[src/rtl/mem_responder_if.sv]
// Request/response bundle around mem_responder: CPU request lines, hit/load returns and the RAM port.
// The master side is the environment (datapath requesters plus the RAM model); the slave side is the responder.
interface mem_responder_if #(
    parameter int AW = 32,
    parameter int DW = 32
);
    // Handshake: iREN / dREN / dWEN act as valid and are held by the requester until its
    // one-cycle ihit / dhit completion pulse. Requests are sampled only while the responder
    // is idle; a request dropped after sampling still completes and still pulses its hit.
    logic          iREN;
    logic [AW-1:0] iaddr;
    logic          dREN;
    logic          dWEN;
    logic [AW-1:0] daddr;
    logic [DW-1:0] dstore;
    logic          ihit;
    logic          dhit;
    logic [DW-1:0] iload;
    logic [DW-1:0] dload;
    logic          ramREN;
    logic          ramWEN;
    logic [AW-1:0] ramaddr;
    logic [DW-1:0] ramstore;
    logic [DW-1:0] ramload;
    logic [1:0]    dbg_state;

    modport master (
        output iREN, iaddr, dREN, dWEN, daddr, dstore, ramload,
        input  ihit, dhit, iload, dload, ramREN, ramWEN, ramaddr, ramstore, dbg_state
    );

    modport slave (
        input  iREN, iaddr, dREN, dWEN, daddr, dstore, ramload,
        output ihit, dhit, iload, dload, ramREN, ramWEN, ramaddr, ramstore, dbg_state
    );
endinterface

[src/rtl/mem_responder.sv]
// Arbitrates fetch and data requests onto a single-ported fixed-latency RAM and returns hit pulses.
// Optional macro MEM_RR_ARB_EN: round-robin between data and fetch instead of fixed data priority.
module mem_responder #(
    parameter int LAT = 2,
    parameter int AW  = 32,
    parameter int DW  = 32
) (
    input logic            CLK,
    input logic            RST,
    mem_responder_if.slave bus
);
    localparam int            CW       = (LAT > 1) ? $clog2(LAT) : 1;
    localparam logic [CW-1:0] CNT_LOAD = CW'(LAT - 1);

    typedef enum logic [1:0] {
        IDLE = 2'd0,
        ACC  = 2'd1,
        HIT  = 2'd2
    } state_t;

    state_t        state_q,     state_d;
    logic [CW-1:0] cnt_q,       cnt_d;
    logic          is_data_q,   is_data_d;
    logic          is_write_q,  is_write_d;
    logic          ihit_q,      ihit_d;
    logic          dhit_q,      dhit_d;
    logic [DW-1:0] iload_q,     iload_d;
    logic [DW-1:0] dload_q,     dload_d;
    logic          ram_ren_q,   ram_ren_d;
    logic          ram_wen_q,   ram_wen_d;
    logic [AW-1:0] ram_addr_q,  ram_addr_d;
    logic [DW-1:0] ram_store_q, ram_store_d;
`ifdef MEM_RR_ARB_EN
    logic          last_data_q, last_data_d;
`endif

    logic d_req;
    logic i_req;
    logic grant_data;
    logic grant_write;

    always_comb begin
        d_req = bus.dREN | bus.dWEN;
        i_req = bus.iREN;
`ifdef MEM_RR_ARB_EN
        // Under contention the side that lost last time wins; otherwise whoever asks.
        grant_data = d_req & (~i_req | ~last_data_q);
`else
        grant_data = d_req;
`endif
        // dREN together with dWEN is treated as a write.
        grant_write = grant_data & bus.dWEN;
    end

    always_comb begin
        state_d     = state_q;
        cnt_d       = cnt_q;
        is_data_d   = is_data_q;
        is_write_d  = is_write_q;
        ihit_d      = 1'b0;
        dhit_d      = 1'b0;
        iload_d     = iload_q;
        dload_d     = dload_q;
        ram_ren_d   = ram_ren_q;
        ram_wen_d   = ram_wen_q;
        ram_addr_d  = ram_addr_q;
        ram_store_d = ram_store_q;
`ifdef MEM_RR_ARB_EN
        last_data_d = last_data_q;
`endif

        case (state_q)
            IDLE: begin
                if (d_req | i_req) begin
                    state_d    = ACC;
                    cnt_d      = CNT_LOAD;
                    is_data_d  = grant_data;
                    is_write_d = grant_write;
                    ram_ren_d  = ~grant_write;
                    ram_wen_d  = grant_write;
                    ram_addr_d = grant_data ? bus.daddr : bus.iaddr;
                    if (grant_write) begin
                        ram_store_d = bus.dstore;
                    end
`ifdef MEM_RR_ARB_EN
                    last_data_d = grant_data;
`endif
                end
            end

            ACC: begin
                if (cnt_q == '0) begin
                    // Last access cycle: ramload is valid now, strobes drop with the hit.
                    state_d   = HIT;
                    ram_ren_d = 1'b0;
                    ram_wen_d = 1'b0;
                    ihit_d    = ~is_data_q;
                    dhit_d    = is_data_q;
                    if (!is_write_q) begin
                        if (is_data_q) begin
                            dload_d = bus.ramload;
                        end else begin
                            iload_d = bus.ramload;
                        end
                    end
                end else begin
                    cnt_d = cnt_q - 1'b1;
                end
            end

            HIT: begin
                state_d = IDLE;
            end

            default: begin
                state_d   = IDLE;
                ram_ren_d = 1'b0;
                ram_wen_d = 1'b0;
            end
        endcase
    end

    always_ff @(posedge CLK) begin
        if (RST) begin
            state_q     <= IDLE;
            cnt_q       <= '0;
            is_data_q   <= 1'b0;
            is_write_q  <= 1'b0;
            ihit_q      <= 1'b0;
            dhit_q      <= 1'b0;
            iload_q     <= '0;
            dload_q     <= '0;
            ram_ren_q   <= 1'b0;
            ram_wen_q   <= 1'b0;
            ram_addr_q  <= '0;
            ram_store_q <= '0;
`ifdef MEM_RR_ARB_EN
            last_data_q <= 1'b0;
`endif
        end else begin
            state_q     <= state_d;
            cnt_q       <= cnt_d;
            is_data_q   <= is_data_d;
            is_write_q  <= is_write_d;
            ihit_q      <= ihit_d;
            dhit_q      <= dhit_d;
            iload_q     <= iload_d;
            dload_q     <= dload_d;
            ram_ren_q   <= ram_ren_d;
            ram_wen_q   <= ram_wen_d;
            ram_addr_q  <= ram_addr_d;
            ram_store_q <= ram_store_d;
`ifdef MEM_RR_ARB_EN
            last_data_q <= last_data_d;
`endif
        end
    end

    assign bus.ihit      = ihit_q;
    assign bus.dhit      = dhit_q;
    assign bus.iload     = iload_q;
    assign bus.dload     = dload_q;
    assign bus.ramREN    = ram_ren_q;
    assign bus.ramWEN    = ram_wen_q;
    assign bus.ramaddr   = ram_addr_q;
    assign bus.ramstore  = ram_store_q;
    assign bus.dbg_state = state_q;
endmodule

[src/flat_wrapper.sv]
// flat-port wrapper written by rule: the top's interface ports become plain ports
module mem_responder_flat 
#(
    parameter int LAT = 2,
    parameter int AW  = 32,
    parameter int DW  = 32
)
  (CLK, RST, bus_iREN, bus_iaddr, bus_dREN, bus_dWEN, bus_daddr, bus_dstore, bus_ramload, bus_ihit, bus_dhit, bus_iload, bus_dload, bus_ramREN, bus_ramWEN, bus_ramaddr, bus_ramstore, bus_dbg_state);
  mem_responder_if #(.AW(AW), .DW(DW)) bus_i ();
  input logic CLK;
  input logic RST;
  input wire logic [$bits(bus_i.iREN)-1:0] bus_iREN;
  input wire logic [$bits(bus_i.iaddr)-1:0] bus_iaddr;
  input wire logic [$bits(bus_i.dREN)-1:0] bus_dREN;
  input wire logic [$bits(bus_i.dWEN)-1:0] bus_dWEN;
  input wire logic [$bits(bus_i.daddr)-1:0] bus_daddr;
  input wire logic [$bits(bus_i.dstore)-1:0] bus_dstore;
  input wire logic [$bits(bus_i.ramload)-1:0] bus_ramload;
  output wire logic [$bits(bus_i.ihit)-1:0] bus_ihit;
  output wire logic [$bits(bus_i.dhit)-1:0] bus_dhit;
  output wire logic [$bits(bus_i.iload)-1:0] bus_iload;
  output wire logic [$bits(bus_i.dload)-1:0] bus_dload;
  output wire logic [$bits(bus_i.ramREN)-1:0] bus_ramREN;
  output wire logic [$bits(bus_i.ramWEN)-1:0] bus_ramWEN;
  output wire logic [$bits(bus_i.ramaddr)-1:0] bus_ramaddr;
  output wire logic [$bits(bus_i.ramstore)-1:0] bus_ramstore;
  output wire logic [$bits(bus_i.dbg_state)-1:0] bus_dbg_state;
  assign bus_i.iREN = bus_iREN;
  assign bus_i.iaddr = bus_iaddr;
  assign bus_i.dREN = bus_dREN;
  assign bus_i.dWEN = bus_dWEN;
  assign bus_i.daddr = bus_daddr;
  assign bus_i.dstore = bus_dstore;
  assign bus_i.ramload = bus_ramload;
  assign bus_ihit = bus_i.ihit;
  assign bus_dhit = bus_i.dhit;
  assign bus_iload = bus_i.iload;
  assign bus_dload = bus_i.dload;
  assign bus_ramREN = bus_i.ramREN;
  assign bus_ramWEN = bus_i.ramWEN;
  assign bus_ramaddr = bus_i.ramaddr;
  assign bus_ramstore = bus_i.ramstore;
  assign bus_dbg_state = bus_i.dbg_state;
  mem_responder #(.LAT(LAT), .AW(AW), .DW(DW)) u_core (.CLK(CLK), .RST(RST), .bus(bus_i));
endmodule
[config.mk]
export PLATFORM = sky130hd
export DESIGN_NAME = mem_responder_flat
export DESIGN_NICKNAME = d
export VERILOG_FILES = /design/src/rtl/mem_responder_if.sv /design/src/rtl/mem_responder.sv /design/src/flat_wrapper.sv
export SDC_FILE = /design/constraint.sdc
export NUM_CORES = 1
export LEC_CHECK = 0
export CORE_MARGIN = 2
export CORE_UTILIZATION = 40
export CTS_CLUSTER_DIAMETER = 200
export CTS_CLUSTER_SIZE = 14
export DETAILED_ROUTE_END_ITERATION = 12
export PLACE_DENSITY_LB_ADDON = 0.25
export SLEW_MARGIN = 20
export SYNTH_ARGS = -nofsm -noshare
export SYNTH_HDL_FRONTEND = slang
export SYNTH_SLANG_ARGS = --single-unit
[constraint.sdc]
create_clock -name CLK -period 3.5 [get_ports CLK]
set_input_delay 0.7 -clock CLK [delete_from_list [all_inputs] [get_ports CLK]]
set_output_delay 0.7 -clock CLK [all_outputs]
set_load 0.01 [all_outputs]
==> results of run 1 <==
[state kept, by name, indices dropped and copies added (netlist names)]
register / count
u_core.bus.dbg_state: 2
u_core.bus.dhit: 1
u_core.bus.dload: 32
u_core.bus.ihit: 1
u_core.bus.iload: 32
u_core.bus.ramREN: 1
u_core.bus.ramWEN: 1
u_core.bus.ramaddr: 32
u_core.bus.ramstore: 32
u_core.cnt_q: 1
u_core.is_data_q: 1
u_core.is_write_q: 1
[synthesized netlist by cell type]
cell      number  area share [%]
and2_1         1            0.11
or3_1          1            0.11
nand2_1      130             8.7
a31oi_1        1            0.11
a311oi_2      29             7.8
inv_1          1           0.067
buf_2         11            0.98
and2_4         1            0.16
mux2i_1       97              17
o21ai_0       33             3.0
nand3b_1       2            0.27
a21oi_1       33             3.0
nor2_1        35             2.3
a21bo_2        1            0.18
buf_4          1            0.13
o41a_1         1            0.20
o32ai_1        1            0.16
clkbuf_1      34             2.3
nor4_1         1            0.11
o22ai_1        1            0.11
nand2b_4       1            0.25
nor3b_1        1            0.13
a311oi_1       3            0.47
buf_6          8             1.6
o21ai_1        1           0.089
nand4b_1       1            0.16
or4_1          1            0.13
dfxtp_1      137              49
nor3_1         2            0.18
nor4b_4        1            0.43
nor2b_1        2            0.22
o211a_1        1            0.18
[worst max-delay path by stage]
stage | start | end | depth (start not counted)
CTS | u_core.bus.dbg_state[0] | bus_dbg_state[0] | 1
floorplan | bus_dREN | u_core.bus.ramaddr[0] | 7
global placement | bus_dREN | u_core.bus.ramaddr[20] | 5
detailed placement | bus_dREN | u_core.bus.ramaddr[5] | 5
finish | bus_dREN | u_core.bus.ramaddr[5] | 5
global route | u_core.bus.dbg_state[0] | bus_dbg_state[0] | 1
[metrics by stage]
step	setup WS (ps)	cells	util, %	hold slack (ps)
after floorplan	1580	574	-	441
after global placement	807	978	60.2	442
after detailed placement	715	978	60.2	449
after CTS	1110	1008	64.5	459
after global routing	1030	1008	64.5	482
final	1120	1008	64.5	453
[cells in the final DEF, fill, tap and decap left out, types with 2 or more instances in the layout]
| cell | instances |
|---|---|
| clkinv_2 | 3 |
| nand3b_1 | 2 |
| mux2i_1 | 97 |
| clkinvlp_4 | 4 |
| buf_4 | 12 |
| a311oi_2 | 29 |
| nand2_1 | 130 |
| bufinv_16 | 3 |
| clkinv_4 | 2 |
| clkbuf_16 | 17 |
| nor3_1 | 2 |
| nor2b_1 | 2 |
| a21oi_1 | 33 |
| nor2_2 | 2 |
| o21ai_0 | 33 |
| nor2_1 | 33 |
| clkdlybuf4s50_1 | 265 |
| a311oi_1 | 3 |
| dfxtp_1 | 137 |
[power by group]
| group | switching [mW] | leakage (nW) | internal [mW] |
|---|---|---|---|
| clock | 0.637 | 0.280 | 1.13 |
| sequential | 0.0777 | 1.12 | 1.69 |
| combinational | 0.393 | 1.98 | 0.496 |
[per-layer routing]
metal  track usage, %  vias up  share of wire [%]
met1             23.7     2394                 41
met4             6.25        0                1.3
met3             7.53       17                8.8
li1                 -     2468                  -
met5                0        -                  0
met2             36.4      198                 49
[cell families after synthesis]
kind of cell / Yosys count / share of synthesized area, %
flip-flops: 137 / 49.0
AO/OA/AOI/OAI: 105 / 15.2
AND/OR/NAND/NOR: 180 / 13.3
buffers and inverters: 55 / 5.08
multiplexers: 97 / 17.4
[area by class of cell]
class	count	share of cell area (%)
multi-input combinational	382	29.0
inverter	1	0.0422
timing repair buffer	278	30.9
tap	180	2.53
sequential	137	30.9
clock buffer	18	4.94
clock inverter	12	1.72
[critical path, delay by kind of cell]
kind	cells	cell delay, ps
and+or+nand+nor	2	1020
buffers and inverters	2	690
AOI/OAI and AO/OA	1	190
==> summary.md, run 1 <==
| Metric | Value |
|---|---|
| Minimum clock period | `2380 ps` |
| Area after DPL | `8300 sq um` |
| Die Area | `14900 sq um` |
| DRC errors left | `0` |
| Final period util | `68.1%` |
| Site row count | `43` |
| Status | `completed` |
| CTS root buffer | `clkbuf_16` |
| Flops & latches, synth | `137` |
| Ports | `267` |
| Synth cell types | `32` |
| Hold Startpoint | `u_core.bus.dload[3]` |
| Grt ovf | `0` |
| Final #Nets | `950` |
| Max_cap viols | `0` |
| Kind of end point of the critical path | `flip-flop` |
| Mapped Nets | `707` |
| Cell Chain, Critical Path | `clkdlybuf4s50_1, buf_4, or3_1, and2_4, a311oi_2` |
| Clk_lat worst skew | `400 ps` |
| Clock Sinks | `137` |
| Hold_buf cts | `0` |
| Global-route wire length before repair | `24.4 mm` |
| Vias in the first global route | `4994` |
| Max stage delay on crit path | `590 ps` |
| Slew HR | `30.8%` |
| Critical Path Source Type | `input pin` |
| Max FO, Critical Path | `33` |
| Leakage power | `3.38 nW` |
| Port Buffers | `266` |
| FF-to-FF setup slack | `1280 ps` |
| Post-CTS Setup Bufs | `0` |
| RSZ-0062 raised after global routing | `false` |
| Power Total | `4.42 mW` |
| Via Count | `5077` |
| Maximum VDD drop | `0.000298 V` |
| Setup violations, final | `0` |
| RR Startpoint | `u_core.bus.dbg_state[0]` |
| Mapped Cells | `574` |
| PwrDens | `497 nW/um^2` |
| CP arrival | `2630 ps` |
| WHS Path Cells | `2` |
| CTS buffer count | `17` |
| Max frequency | `420 MHz` |
| Core Area | `13800 sq um` |
| Layout cells sized above 1 | `9.78%` |
| Final Wtd Congestion | `0.868` |
| Skew final | `4.55 ps` |
| Initial Utilization | `40.6%` |
| Register area | `2740 sq um` |
| Worst Hold End | `u_core.bus.dload[3]` |
| Clk pin slew, worst setup/hold paths | `60 ps` |
| Register area share after synthesis | `49.0%` |
| Initial DRC Count | `187` |
| Worst slew pin tran | `1040 ps` |
| H-tree Lvls | `4` |
| Detailed Routing Iterations Pass 1 | `5` |
| Drt total wl | `16.0 mm` |
| WS Path Type | `in2reg` |
| Vias/cell | `5.04` |
| Max clock buf depth | `2` |
| Detailed placement HPWL | `11.4 mm` |
| Post-CTS Resized | `0` |
| Total GRT Usage | `20.8%` |
| Hold WC Path Type | `reg2reg` |
| Req. time, crit path | `3750 ps` |
| Final hold viol count | `0` |
| Slowest stage cell, crit path | `and2_4` |
| Synth Area per Inst | `9.74 sq um` |
| WL/cell | `15.8 microns` |
| Initial antenna violation count | `0` |
| Mapped cell area | `5590 sq um` |
| Multi-input gate area | `2580 sq um` |
| Final Instance Area | `8890 sq um` |
| Filler instances | `1126` |
| Area growth syn-to-layout | `58.9%` |
| Die width | `122 microns` |
| Sum of negative setup slack | `0 ps` |
| Post-route ant nets | `0` |
| Largest net degree at the start of global routing | `72` |
| Reg2reg end | `u_core.bus.iload[27]` |
| Slew Viols, Final | `0` |
| CTS tree | `yes` |
| Warnings from Yosys | `0` |
| Die height | `122 microns` |
| R2R depth | `3` |
| Ant. Diodes | `0` |
Note: power is estimated with default switching activity, not from simulation.
==> inputs of run 2 (changes only) <==
Settings changed: CORE_UTILIZATION 40 to 37.
Clock period 3.5 ns to 2.1 ns, I/O delays scaled along.
==> summary.md, run 2 (synthesis gave the netlist of run 1 again) <==
| Metric | Value |
|---|---|
| Status | `completed` |
| Port Buffers | `266` |
| Layout cells sized above 1 | `10.5%` |
| Final period util | `93.1%` |
| CTS root buffer | `clkbuf_16` |
| Power Total | `7.52 mW` |
| Worst Path Buf+Inv | `2` |
| Max FO, Critical Path | `10` |
| Initial DRC Count | `279` |
| Final hold viol count | `0` |
| Minimum clock period | `1950 ps` |
| Largest net degree at the start of global routing | `79` |
| Filler instances | `1199` |
| Multi-input gate area | `2580 sq um` |
| CTS buffer count | `17` |
| Die height | `127 microns` |
| CP arrival | `1530 ps` |
| Grt ovf | `0` |
| Reg2reg end | `u_core.bus.iload[18]` |
| Die width | `127 microns` |
| Clk pin slew, worst setup/hold paths | `50 ps` |
| Worst slew pin tran | `723 ps` |
| Worst Setup SP | `u_core.bus.dbg_state[0]` |
| Worst Hold End | `u_core.bus.ramWEN` |
| Detailed Routing Iterations Pass 1 | `4` |
| Final #Nets | `959` |
| Final Wtd Congestion | `0.806` |
| CP top delay family | `buffers and inverters` |
| Vias/cell | `5.09` |
| Slowest stage cell, crit path | `clkdlybuf4s50_1` |
| Post-CTS Resized | `0` |
| Most common cell after layout, fill and taps aside | `clkdlybuf4s50_1` |
| Register area | `2740 sq um` |
| Hold WC Path Type | `in2reg` |
| Ant. Diodes | `0` |
| Hold_buf cts | `0` |
| Max stage delay on crit path | `550 ps` |
| Max frequency | `512 MHz` |
| Clock Sinks | `137` |
| Total GRT Usage | `20.5%` |
| Drt total wl | `16.8 mm` |
| CTS tree | `yes` |
| Sum of negative setup slack | `0 ps` |
| Post-CTS Setup Bufs | `0` |
| Leakage power | `3.45 nW` |
| Hold WS | `337 ps` |
| Cell Chain, Critical Path | `buf_4, clkdlybuf4s50_1` |
| Max clock buf depth | `2` |
| Initial Utilization | `38.2%` |
| H-tree Lvls | `4` |
| RSZ-0062 raised after global routing | `false` |
| Detailed placement HPWL | `12.3 mm` |
| Ports | `267` |
| Core Area | `14600 sq um` |
| RR Startpoint | `u_core.cnt_q` |
| Hold Startpoint | `RST` |
| Vias in the first global route | `5313` |
| Site row count | `44` |
| WS Path Type | `reg2out` |
| Req. time, crit path | `1680 ps` |
| R2R depth | `3` |
| Via Count | `5201` |
| Most frequent cells in the layout | `clkdlybuf4s50_1, dfxtp_1, nand2_1` |
| Clk_lat worst skew | `410 ps` |
| Die Area | `16100 sq um` |
| Max_cap viols | `0` |
| WL/cell | `16.4 microns` |
| Global-route wire length before repair | `26.4 mm` |
| Kind of end point of the critical path | `output pin` |
| Area growth syn-to-layout | `61.4%` |
| DRC errors left | `0` |
| WHS Path Cells | `2` |
| Skew final | `6.69 ps` |
| Post-route ant nets | `0` |
| Slew Viols, Final | `0` |
| Initial antenna violation count | `0` |
| Maximum VDD drop | `0.000538 V` |
| Slew HR | `51.8%` |
| PwrDens | `834 nW/um^2` |
| Critical Path Source Type | `flip-flop` |
| Setup violations, final | `0` |
| FF-to-FF setup slack | `480 ps` |
[run 2: changes by cell type in the layout (fill, tap and decap cells not counted)]
cell        delta
buf_4          +5
buf_12         +4
clkbuf_1       +3
clkbuf_8       +3
clkinv_4       -2
clkinvlp_4     -2
clkinv_2       -1
[run 2: how the worst max path moves through the flow]
| stage | to | slack (ps) | cells past startpoint |
|---|---|---|---|
| 6_report | bus_dbg_state[0] | 150 | 2 |
| 5_1_grt | bus_dbg_state[0] | 100 | 2 |
| 4_1_cts | bus_dbg_state[0] | 120 | 2 |
| 3_5_place_dp | u_core.bus.ramstore[23] | 30 | 5 |
| 3_3_place_gp | u_core.bus.ramstore[15] | 110 | 5 |
| 2_1_floorplan | u_core.bus.ramaddr[0] | 460 | 7 |
[run 2: report_power, final]
part | total, mW | internal, mW | switching [mW]
combinational | 1.53 | 0.856 | 0.675
clock | 3.06 | 1.98 | 1.07
sequential | 2.94 | 2.81 | 0.128
total | 7.52 | 5.65 | 1.88
[run 2: cell type report]
| cell class | count | area share [%] |
|---|---|---|
| sequential | 137 | 30.4 |
| tap | 184 | 2.55 |
| clock inverter | 7 | 1.28 |
| timing repair buffer | 287 | 31.7 |
| clock buffer | 24 | 5.45 |
| multi-input combinational | 382 | 28.6 |
| inverter | 1 | 0.0416 |
[run 2: metal layers]
layer  track usage (%)  vias up  wire [microns]
li1                  -     2494               -
met1              23.4     2465            6780
met2              35.9      215            8350
met3              6.58       27            1320
met4              7.56        0             319
met5                 0        -               0
[run 2: worst reg2reg max path, stage by stage, from the launching register on]
cell and delay [ps]:
dfxtp_1 390, or4_2 710, buf_12 230, mux2i_1 170
[run 2: stage by stage]
stage | std cells | utilization (%) | area [sq um] | worst slack [ps]
after floorplan | 574 | - | 5590 | 464
after global placement | 991 | 57.5 | 8420 | 108
after detailed placement | 991 | 57.5 | 8420 | 33.5
after CTS | 1022 | 61.6 | 9030 | 121
after global routing | 1022 | 61.6 | 9030 | 95.1
final | 1022 | 61.6 | 9030 | 145
==> inputs of run 3 (changes only) <==
Settings changed: CAP_MARGIN set to 20, PLACE_DENSITY_LB_ADDON 0.25 to 0.12.
==> summary.md, run 3 (synthesis gave the netlist of run 1 again) <==
| Metric | Value |
|---|---|
| Status | `completed` |
| Max FO, Critical Path | `10` |
| Multi-input gate area | `2580 sq um` |
| Critical Path Source Type | `flip-flop` |
| Clk_lat worst skew | `410 ps` |
| Final #Nets | `957` |
| Hold Startpoint | `RST` |
| Core Util, Final | `61.7%` |
| CTS tree | `yes` |
| Clock Sinks | `137` |
| WS Path Type | `reg2out` |
| FF-to-FF setup slack | `400 ps` |
| PwrDens | `840 nW/um^2` |
| Sum of negative setup slack | `0 ps` |
| Max frequency | `504 MHz` |
| Register area | `2740 sq um` |
| Filler instances | `1208` |
| Grt ovf | `0` |
| Most common cell after layout, fill and taps aside | `clkdlybuf4s50_1` |
| Most frequent cells in the layout | `clkdlybuf4s50_1, dfxtp_1, nand2_1` |
| Largest net degree at the start of global routing | `67` |
| Die width | `127 microns` |
| Initial DRC Count | `202` |
| Via Count | `4997` |
| Post-CTS Resized | `0` |
| Hold_buf cts | `0` |
| Final period util | `94.4%` |
| Drt total wl | `16.6 mm` |
| Post-CTS Setup Bufs | `0` |
| Die height | `127 microns` |
| Ant. Diodes | `0` |
| CTS root buffer | `clkbuf_16` |
| Total GRT Usage | `20.1%` |
| Hold WC Path Type | `in2reg` |
| WHS Path Cells | `4` |
| Final Instance Area | `9030 sq um` |
| H-tree Lvls | `4` |
| Leakage power | `3.45 nW` |
| Final hold viol count | `0` |
| Detailed Routing Iterations Pass 1 | `4` |
| Kind of end point of the critical path | `output pin` |
| DRC errors left | `0` |
| RR Startpoint | `u_core.bus.dbg_state[1]` |
| Req. time, crit path | `1680 ps` |
| Max clock buf depth | `2` |
| Vias in the first global route | `5192` |
| Max_cap viols | `0` |
| Power Total | `7.58 mW` |
| Post-route ant nets | `0` |
| Area growth syn-to-layout | `61.5%` |
| Setup violations, final | `0` |
| Slew Viols, Final | `0` |
| Slew HR | `64.6%` |
| Site row count | `44` |
| Detailed placement HPWL | `11.9 mm` |
| RSZ-0062 raised after global routing | `false` |
| Global-route wire length before repair | `25.9 mm` |
| CP arrival | `1560 ps` |
| Maximum VDD drop | `0.000509 V` |
| Vias/cell | `4.90` |
| WL/cell | `16.3 microns` |
| Final Wtd Congestion | `0.798` |
| Initial antenna violation count | `0` |
| Minimum clock period | `1980 ps` |
| Post-place setup slack | `50.6 ps` |
| Reg2reg end | `u_core.bus.iload[22]` |
| R2R depth | `4` |
| Layout cells sized above 1 | `10.5%` |
| Ports | `267` |
| Worst slew pin tran | `531 ps` |
| Worst Hold End | `u_core.is_write_q` |
| Core Area | `14600 sq um` |
| Skew final | `5.05 ps` |
| Clk pin slew, worst setup/hold paths | `60 ps` |
| Area after DPL | `8420 sq um` |
| Initial Utilization | `38.2%` |
| CTS buffer count | `17` |
| Die Area | `16100 sq um` |
| Final setup margin | `117 ps` |
| Port Buffers | `266` |
run 3: power breakdown:
part / total [mW] / internal, mW / switching (mW)
Sequential: 2.94 / 2.81 / 0.127
Clock: 3.13 / 2.00 / 1.12
Combinational: 1.52 / 0.854 / 0.667
run 3: metrics by stage:
stage / instances / hold slack (ps)
5_1_grt: 1019 / 466
6_report: 1019 / 439
2_1_floorplan: 574 / 441
4_1_cts: 1019 / 429
3_3_place_gp: 989 / 442
3_5_place_dp: 989 / 445
run 3: worst max-delay path by stage:
stage                       startpoint                endpoint  slack (ps)
6_report       u_core.bus.dbg_state[0]        bus_dbg_state[0]         120
5_1_grt        u_core.bus.dbg_state[1]        bus_dbg_state[1]          40
4_1_cts        u_core.bus.dbg_state[0]        bus_dbg_state[0]          90
3_5_place_dp                  bus_iREN  u_core.bus.ramaddr[22]          50
3_3_place_gp                  bus_iREN  u_core.bus.ramaddr[22]         110
2_1_floorplan                 bus_dREN   u_core.bus.ramaddr[0]         460
run 3: area by class of cell:
| class | instances | share of cell area [%] |
|---|---|---|
| repair buffers | 285 | 31.7 |
| flip-flops and latches | 137 | 30.4 |
| multi-input cells | 382 | 28.5 |
| clock buffers | 18 | 4.86 |
| well taps | 184 | 2.55 |
| clock inverters | 12 | 1.94 |
| inverters | 1 | 0.0416 |
run 3: layer usage:
metal,global-route usage (%),vias up,routed length (microns)
met1,22.5,2301,6700
met5,0,-,0
met3,8.10,17,1420
met4,6.85,0,279
li1,-,2490,-
met2,34.7,189,8200
run 3: critical path: stages (launching register included):
cell	delay, ps
dfxtp_1	380
buf_4	210
clkdlybuf4s50_1	560
